--- src/rtl/pipeline_fetch_issue.sv ---
// Pipeline front end: PC, synchronous imem fetch, stage registers inst_ipipe[1:4],
// stall/squash/redirect FSM. Optional perf counters under `define PIPE_PERF_CNT_EN.
module pipeline_fetch_issue #(
    parameter int                PC_W     = 16,
    parameter logic [PC_W-1:0]   RESET_PC = '0,
    parameter logic [15:0]       BUBBLE   = 16'h001F,
    parameter int                CNT_W    = 16
) (
    input  logic                 clk,
    input  logic                 reset,
    output logic [PC_W-1:0]      imem_addr,
    output logic                 imem_ren,
    input  logic [15:0]          imem_rdata,
    input  logic                 hold_in_decode_state,
    input  logic                 pc_enable,
    input  logic                 br_resolve,
    input  logic                 br_taken,
    input  logic [PC_W-1:0]      br_target,
    output logic [1:4][15:0]     inst_ipipe,
    output logic [1:4][4:0]      opcode,
    output logic [PC_W-1:0]      pc_ex,
    output logic [1:0]           state_dbg,
    output logic [CNT_W-1:0]     perf_stall_cnt,
    output logic [CNT_W-1:0]     perf_flush_cnt
);

    typedef enum logic [1:0] {
        RUN     = 2'd0,
        BR_WAIT = 2'd1,
        REFILL  = 2'd2
    } state_t;

    localparam logic [PC_W-1:0] PC_STEP = PC_W'(2);

    state_t                 state, state_nxt;
    logic [PC_W-1:0]        pc, pc_f;
    logic [1:3][PC_W-1:0]   pc_pipe;
    logic [1:4][15:0]       ipipe;
    logic                   do_hold, do_squash, do_adv, do_redirect;
    logic [PC_W-1:0]        pc_redirect;

    assign imem_addr = pc;
    assign inst_ipipe = ipipe;
    assign pc_ex = pc_pipe[3];
    assign state_dbg = state;
    assign pc_redirect = br_taken ? br_target : pc_pipe[3] + PC_STEP;

    for (genvar i = 1; i <= 4; i++) begin : g_opc
        assign opcode[i] = ipipe[i][4:0];
    end

    always_ff @(posedge clk or posedge reset) begin
        if (reset) state <= REFILL;
        else       state <= state_nxt;
    end

    // Stall beats squash; a bubble in stage 2 can never be a branch.
    always_comb begin
        state_nxt   = state;
        imem_ren    = 1'b0;
        do_hold     = 1'b0;
        do_squash   = 1'b0;
        do_adv      = 1'b0;
        do_redirect = 1'b0;
        case (state)
            REFILL: begin
                imem_ren  = 1'b1;
                state_nxt = RUN;
            end
            RUN: begin
                if (hold_in_decode_state) begin
                    do_hold = 1'b1;
                end else if (!pc_enable && ipipe[2] != BUBBLE) begin
                    do_squash = 1'b1;
                    state_nxt = BR_WAIT;
                end else begin
                    imem_ren = 1'b1;
                    do_adv   = 1'b1;
                end
            end
            BR_WAIT: begin
                if (br_resolve) begin
                    do_redirect = 1'b1;
                    state_nxt   = REFILL;
                end
            end
            default: state_nxt = REFILL;
        endcase
    end

    always_ff @(posedge clk or posedge reset) begin
        if (reset) begin
            pc      <= RESET_PC;
            pc_f    <= '0;
            pc_pipe <= '0;
            ipipe   <= {4{BUBBLE}};
        end else begin
            case (state)
                REFILL: begin
                    ipipe[1]   <= BUBBLE;
                    ipipe[2]   <= ipipe[1];
                    ipipe[3]   <= ipipe[2];
                    ipipe[4]   <= ipipe[3];
                    pc_pipe[2] <= pc_pipe[1];
                    pc_pipe[3] <= pc_pipe[2];
                    pc_f       <= pc;
                    pc         <= pc + PC_STEP;
                end
                RUN: begin
                    if (do_hold) begin
                        // Execute gets a bubble; pc_pipe[3] keeps the last real PC.
                        ipipe[4] <= ipipe[3];
                        ipipe[3] <= BUBBLE;
                    end else if (do_squash) begin
                        ipipe[4]   <= ipipe[3];
                        ipipe[3]   <= ipipe[2];
                        ipipe[2]   <= BUBBLE;
                        ipipe[1]   <= BUBBLE;
                        pc_pipe[3] <= pc_pipe[2];
                    end else if (do_adv) begin
                        ipipe[1]   <= imem_rdata;
                        ipipe[2]   <= ipipe[1];
                        ipipe[3]   <= ipipe[2];
                        ipipe[4]   <= ipipe[3];
                        pc_pipe[1] <= pc_f;
                        pc_pipe[2] <= pc_pipe[1];
                        pc_pipe[3] <= pc_pipe[2];
                        pc_f       <= pc;
                        pc         <= pc + PC_STEP;
                    end
                end
                BR_WAIT: begin
                    // pc_pipe[3] frozen so pc_ex still names the branch at resolve.
                    ipipe[4] <= ipipe[3];
                    ipipe[3] <= BUBBLE;
                    ipipe[2] <= BUBBLE;
                    ipipe[1] <= BUBBLE;
                    if (do_redirect) pc <= pc_redirect;
                end
                default: ;
            endcase
        end
    end

`ifdef PIPE_PERF_CNT_EN
    logic [CNT_W-1:0] stall_cnt, flush_cnt;
    logic             refill_from_br;
    logic             stall_inc, flush_inc;

    assign stall_inc = (state == RUN) && hold_in_decode_state;
    assign flush_inc = (state == BR_WAIT) || ((state == REFILL) && refill_from_br);

    always_ff @(posedge clk or posedge reset) begin
        if (reset) begin
            stall_cnt      <= '0;
            flush_cnt      <= '0;
            refill_from_br <= 1'b0;
        end else begin
            refill_from_br <= do_redirect;
            if (stall_inc && stall_cnt != '1) stall_cnt <= stall_cnt + 1'b1;
            if (flush_inc && flush_cnt != '1) flush_cnt <= flush_cnt + 1'b1;
        end
    end

    assign perf_stall_cnt = stall_cnt;
    assign perf_flush_cnt = flush_cnt;
`else
    assign perf_stall_cnt = '0;
    assign perf_flush_cnt = '0;
`endif

endmodule

--- config.mk ---
export PLATFORM = sky130hd
export DESIGN_NAME = pipeline_fetch_issue
export DESIGN_NICKNAME = d
export VERILOG_FILES = /design/src/rtl/pipeline_fetch_issue.sv
export SDC_FILE = /design/constraint.sdc
export NUM_CORES = 1
export LEC_CHECK = 0
export ABC_AREA = 1
export CAP_MARGIN = 30
export CELL_PAD_IN_SITES_DETAIL_PLACEMENT = 1
export CELL_PAD_IN_SITES_GLOBAL_PLACEMENT = 1
export CORE_MARGIN = 5
export CORE_UTILIZATION = 24
export CTS_BUF_LIST = sky130_fd_sc_hd__clkbuf_8
export DETAILED_ROUTE_END_ITERATION = 12
export PLACE_DENSITY_LB_ADDON = 0.1
export SLEW_MARGIN = 20
export SYNTH_ARGS = -nofsm -noshare
export SYNTH_HDL_FRONTEND = slang
export SYNTH_SLANG_ARGS = --single-unit
--- constraint.sdc ---
create_clock -name clk -period 4.7 [get_ports clk]
set_input_delay 0.47 -clock clk [delete_from_list [all_inputs] [get_ports clk]]
set_output_delay 0.47 -clock clk [all_outputs]
set_load 0.05 [all_outputs]
==> insert_results.sql <==
INSERT INTO impl_metrics (metric_group, metric, value, unit) VALUES
('setup_path', 'cp.arrival', '3.11', 'ns'),
('yosys', 'yosys.area.top_type_share', '0.437', ''),
('power_and_ir_drop', 'peakVddDrop', '0.257', 'mV'),
('setup_path', 'crit_path_max_delay_cell_type', 'sky130_fd_sc_hd__clkdlybuf4s50_1', ''),
('timing', 'rsz_0062_raised_after_global_routing', 'false', ''),
('power_and_ir_drop', 'leakagePower', '4.22', 'nW'),
('layout', 'most-common-layout-cells', 'sky130_fd_sc_hd__nand2_1 (326), sky130_fd_sc_hd__clkdlybuf4s50_1 (156), sky130_fd_sc_hd__dfrtp_1 (125)', ''),
('layout', 'fin_area', '9190', 'um^2'),
('routing', 'routed_wirelength', '24400', 'um'),
('setup_path', 'timing.rr.start', 'inst_ipipe[36]$_DFFE_PP1P_', ''),
('layout', 'insertedDiodeCount', '0', ''),
('routing', 'firstDrtPassIters', '4', ''),
('cts', 'clock_sinks', '146', ''),
('setup_path', 'critical_path.most_common_cell', 'sky130_fd_sc_hd__nand2_2', ''),
('routing', 'viasPerCell', '4.27', ''),
('cts', 'post_cts_resize_count', '0', ''),
('cts', 'postCtsSetupRepairBufs', '0', ''),
('timing', 'maxClockFrequency', '279', 'MHz'),
('placed_design', 'gp_routability_congestion', '0.772', ''),
('cts', 'path_clk_slew', '0.10', 'ns'),
('cts', 'clock_tree.buffer_depth', '2', ''),
('setup_path', 'startpoint_types', 'register', ''),
('placed_design', 'input_output_buffers', '156', ''),
('timing', 'tns', '0', 'ns'),
('layout', 'layout-drive-gt1-share', '0.0768', ''),
('timing', 'timing_hold_violations_final', '0', ''),
('routing', 'route.detailed.wl_per_inst', '17.2', 'um'),
('timing', 'final_setup_violating_endpoints', '0', ''),
('global_route', 'grt_start_max_net_pins', '53', ''),
('power_and_ir_drop', 'power.density', '766', 'nW/um^2'),
('layout', 'final_net_count', '1055', ''),
('die', 'die_w', '183', 'um'),
('timing', 'part_of_the_cycle_the_worst_path_needs', '0.762', ''),
('global_route', 'global_route_wire_length_before_repair', '38500', 'um'),
('routing', 'detailed_route_via_count', '6060', ''),
('yosys', 'mean_post_synth_cell_area', '7.91', 'um^2'),
('setup_path', 'worstReg2RegEnd', 'pc_f[10]$_DFFE_PP0P_', ''),
('setup_path', 'timing.critical_path.to', 'imem_ren', ''),
('die', 'placement_rows', '63', ''),
('timing', 'period_needed', '3.58', 'ns'),
('flow_run', 'number_of_max_cap_violations', '0', ''),
('setup_path', 'crit_path_cell_trace', 'inv_1 -> nor2_1 -> nand2_1 -> nor2_1 -> nand2_1 -> nand2_2 -> nand2_2 -> buf_4 -> nand2_2 -> clkdlybuf4s50_1', ''),
('yosys', 'synthesis.yosys.warnings', '0', ''),
('yosys', 'yosys-top-cells-area', 'sky130_fd_sc_hd__dfrtp_1 (44%), sky130_fd_sc_hd__nand2_1 (17%), sky130_fd_sc_hd__dfstp_2 (7.7%)', ''),
('die', 'initial_utilization', '0.242', ''),
('outcome', 'outcome', 'finished, final reports clean', ''),
('cts', 'cts.htree.levels', '4', ''),
('die', 'dieArea', '33400', 'um^2'),
('setup_path', 'critPathCaptureType', 'output port', ''),
('cts', 'cts_made_buffers', '17', ''),
('setup_path', 'worst_setup_path_startpoint', 'inst_ipipe[36]$_DFFE_PP1P_', ''),
('setup_path', 'critical_path.max_stage_delay', '0.81', 'ns'),
('timing', 'layout_setup_ws', '1.12', 'ns'),
('layout', 'final_common_cell', 'sky130_fd_sc_hd__nand2_1', ''),
('hold_path', 'hold_path.class', 'in2async', ''),
('routing', 'drc_viols', '0', ''),
('setup_path', 'worst_r2r_path_depth', '13', ''),
('die', 'core_area', '29600', 'um^2'),
('yosys', 'syn_inst', '904', ''),
('layout', 'area_growth_syn_to_layout', '28.5', '%'),
('setup_path', 'critPathBufInv', '3', ''),
('setup_path', 'worst-r2r-setup-slack', '1.85', 'ns'),
('timing', 'worst_slew_margin_relative_to_its_limit', '0.449', ''),
('placed_design', 'dp.final_hpwl', '18000', 'um'),
('setup_path', 'number_of_cells_on_the_critical_path', '10', ''),
('yosys', 'synth_cell_type_count', '28', ''),
('routing', 'detailedRoute.firstIterationViolations', '320', ''),
('placed_design', 'dpl-instance-area', '8730', 'um^2'),
('timing', 'maxSlewViolCount', '0', ''),
('setup_path', 'worst_ep_required_time', '4.23', 'ns'),
('global_route', 'grt_pass1_vias', '6500', '');
## per-stage QoR
step / power, mW / cells / utilization
floorplan: 4.84 / 935 / -
global placement: 6.01 / 1383 / 0.294
detailed placement: 6.04 / 1384 / 0.295
CTS: 7.16 / 1416 / 0.310
global route: 7.53 / 1418 / 0.311
finish: 7.04 / 1418 / 0.311
## power by group
| group | switching, mW | leakage (nW) | internal, mW |
|---|---|---|---|
| clock network | 0.590 | 0.208 | 0.499 |
| registers | 0.489 | 1.89 | 1.79 |
| logic | 2.60 | 2.12 | 1.07 |
## flip-flops by register name, summed over array words and instances (netlist names)
name,cells
inst_ipipe,64
pc_ex,16
imem_addr,16
state_dbg,2
pc_f,16
pc_pipe,32
## Yosys cell counts
library cell,count
sky130_fd_sc_hd__nand2_1,326
sky130_fd_sc_hd__dfrtp_1,125
sky130_fd_sc_hd__buf_4,71
sky130_fd_sc_hd__o21ai_0,70
sky130_fd_sc_hd__nand3_1,68
sky130_fd_sc_hd__nor2_1,60
sky130_fd_sc_hd__inv_1,59
sky130_fd_sc_hd__dfstp_2,21
sky130_fd_sc_hd__clkbuf_1,19
sky130_fd_sc_hd__o21ai_1,16
sky130_fd_sc_hd__a21oi_1,13
sky130_fd_sc_hd__buf_2,11
sky130_fd_sc_hd__nand4_1,11
sky130_fd_sc_hd__o22ai_1,6
sky130_fd_sc_hd__inv_2,5
sky130_fd_sc_hd__nand2_2,5
sky130_fd_sc_hd__xor2_1,4
sky130_fd_sc_hd__buf_1,2
sky130_fd_sc_hd__ha_1,2
sky130_fd_sc_hd__mux2_2,2
sky130_fd_sc_hd__a31oi_1,1
sky130_fd_sc_hd__buf_6,1
sky130_fd_sc_hd__conb_1,1
sky130_fd_sc_hd__nor2_4,1
sky130_fd_sc_hd__nor3_1,1
sky130_fd_sc_hd__o211ai_1,1
sky130_fd_sc_hd__or2_2,1
sky130_fd_sc_hd__or2_4,1
## layout make-up
class | count | area, um^2
timing repair buffer | 165 | 1680
multi-input combinational | 621 | 2670
inverter | 64 | 245
sequential | 146 | 3680
clock inverter | 15 | 191
fill | 3552 | 20400
tap | 390 | 488
clock buffer | 17 | 234
## cell families (layout without fill, tap and decap cells)
group           Yosys count  after routing  share of synthesized area
fa+ha+maj                 2              2                    0.00350
xor+xnor                  4              4                    0.00490
other cells               1             32                   0.000524
mux                       2              2                    0.00315
simple gates            474            474                      0.269
compound gates          107            107                     0.0765
buf+inv                 168            261                      0.128
flops                   146            146                      0.515
## how the worst min path moves through the flow
| stage | startpoint | endpoint | slack [ns] | cells past startpoint |
|---|---|---|---|---|
| 3_3_place_gp | pc_pipe[21]$_DFFE_PP0P_ | pc_pipe[21]$_DFFE_PP0P_ | 0.46 | 2 |
| 5_1_grt | reset | pc_ex[2]$_DFFE_PP0P_ | 0.45 | 2 |
| 2_1_floorplan | pc_pipe[18]$_DFFE_PP0P_ | pc_pipe[18]$_DFFE_PP0P_ | 0.44 | 2 |
| 3_5_place_dp | pc_pipe[19]$_DFFE_PP0P_ | pc_pipe[19]$_DFFE_PP0P_ | 0.46 | 2 |
| 4_1_cts | reset | pc_ex[2]$_DFFE_PP0P_ | 0.44 | 2 |
| 6_report | reset | pc_ex[2]$_DFFE_PP0P_ | 0.44 | 2 |
## routing by layer
| metal | share of wire | vias to the layer above | track usage |
|---|---|---|---|
| li1 | - | 2979 | - |
| met1 | 0.48 | 2934 | 0.205 |
| met2 | 0.47 | 132 | 0.235 |
| met3 | 0.044 | 15 | 0.0311 |
| met4 | 0.0095 | 0 | 0.0321 |
| met5 | 0 | - | 0 |
Note: power is estimated with default switching activity, not from simulation.
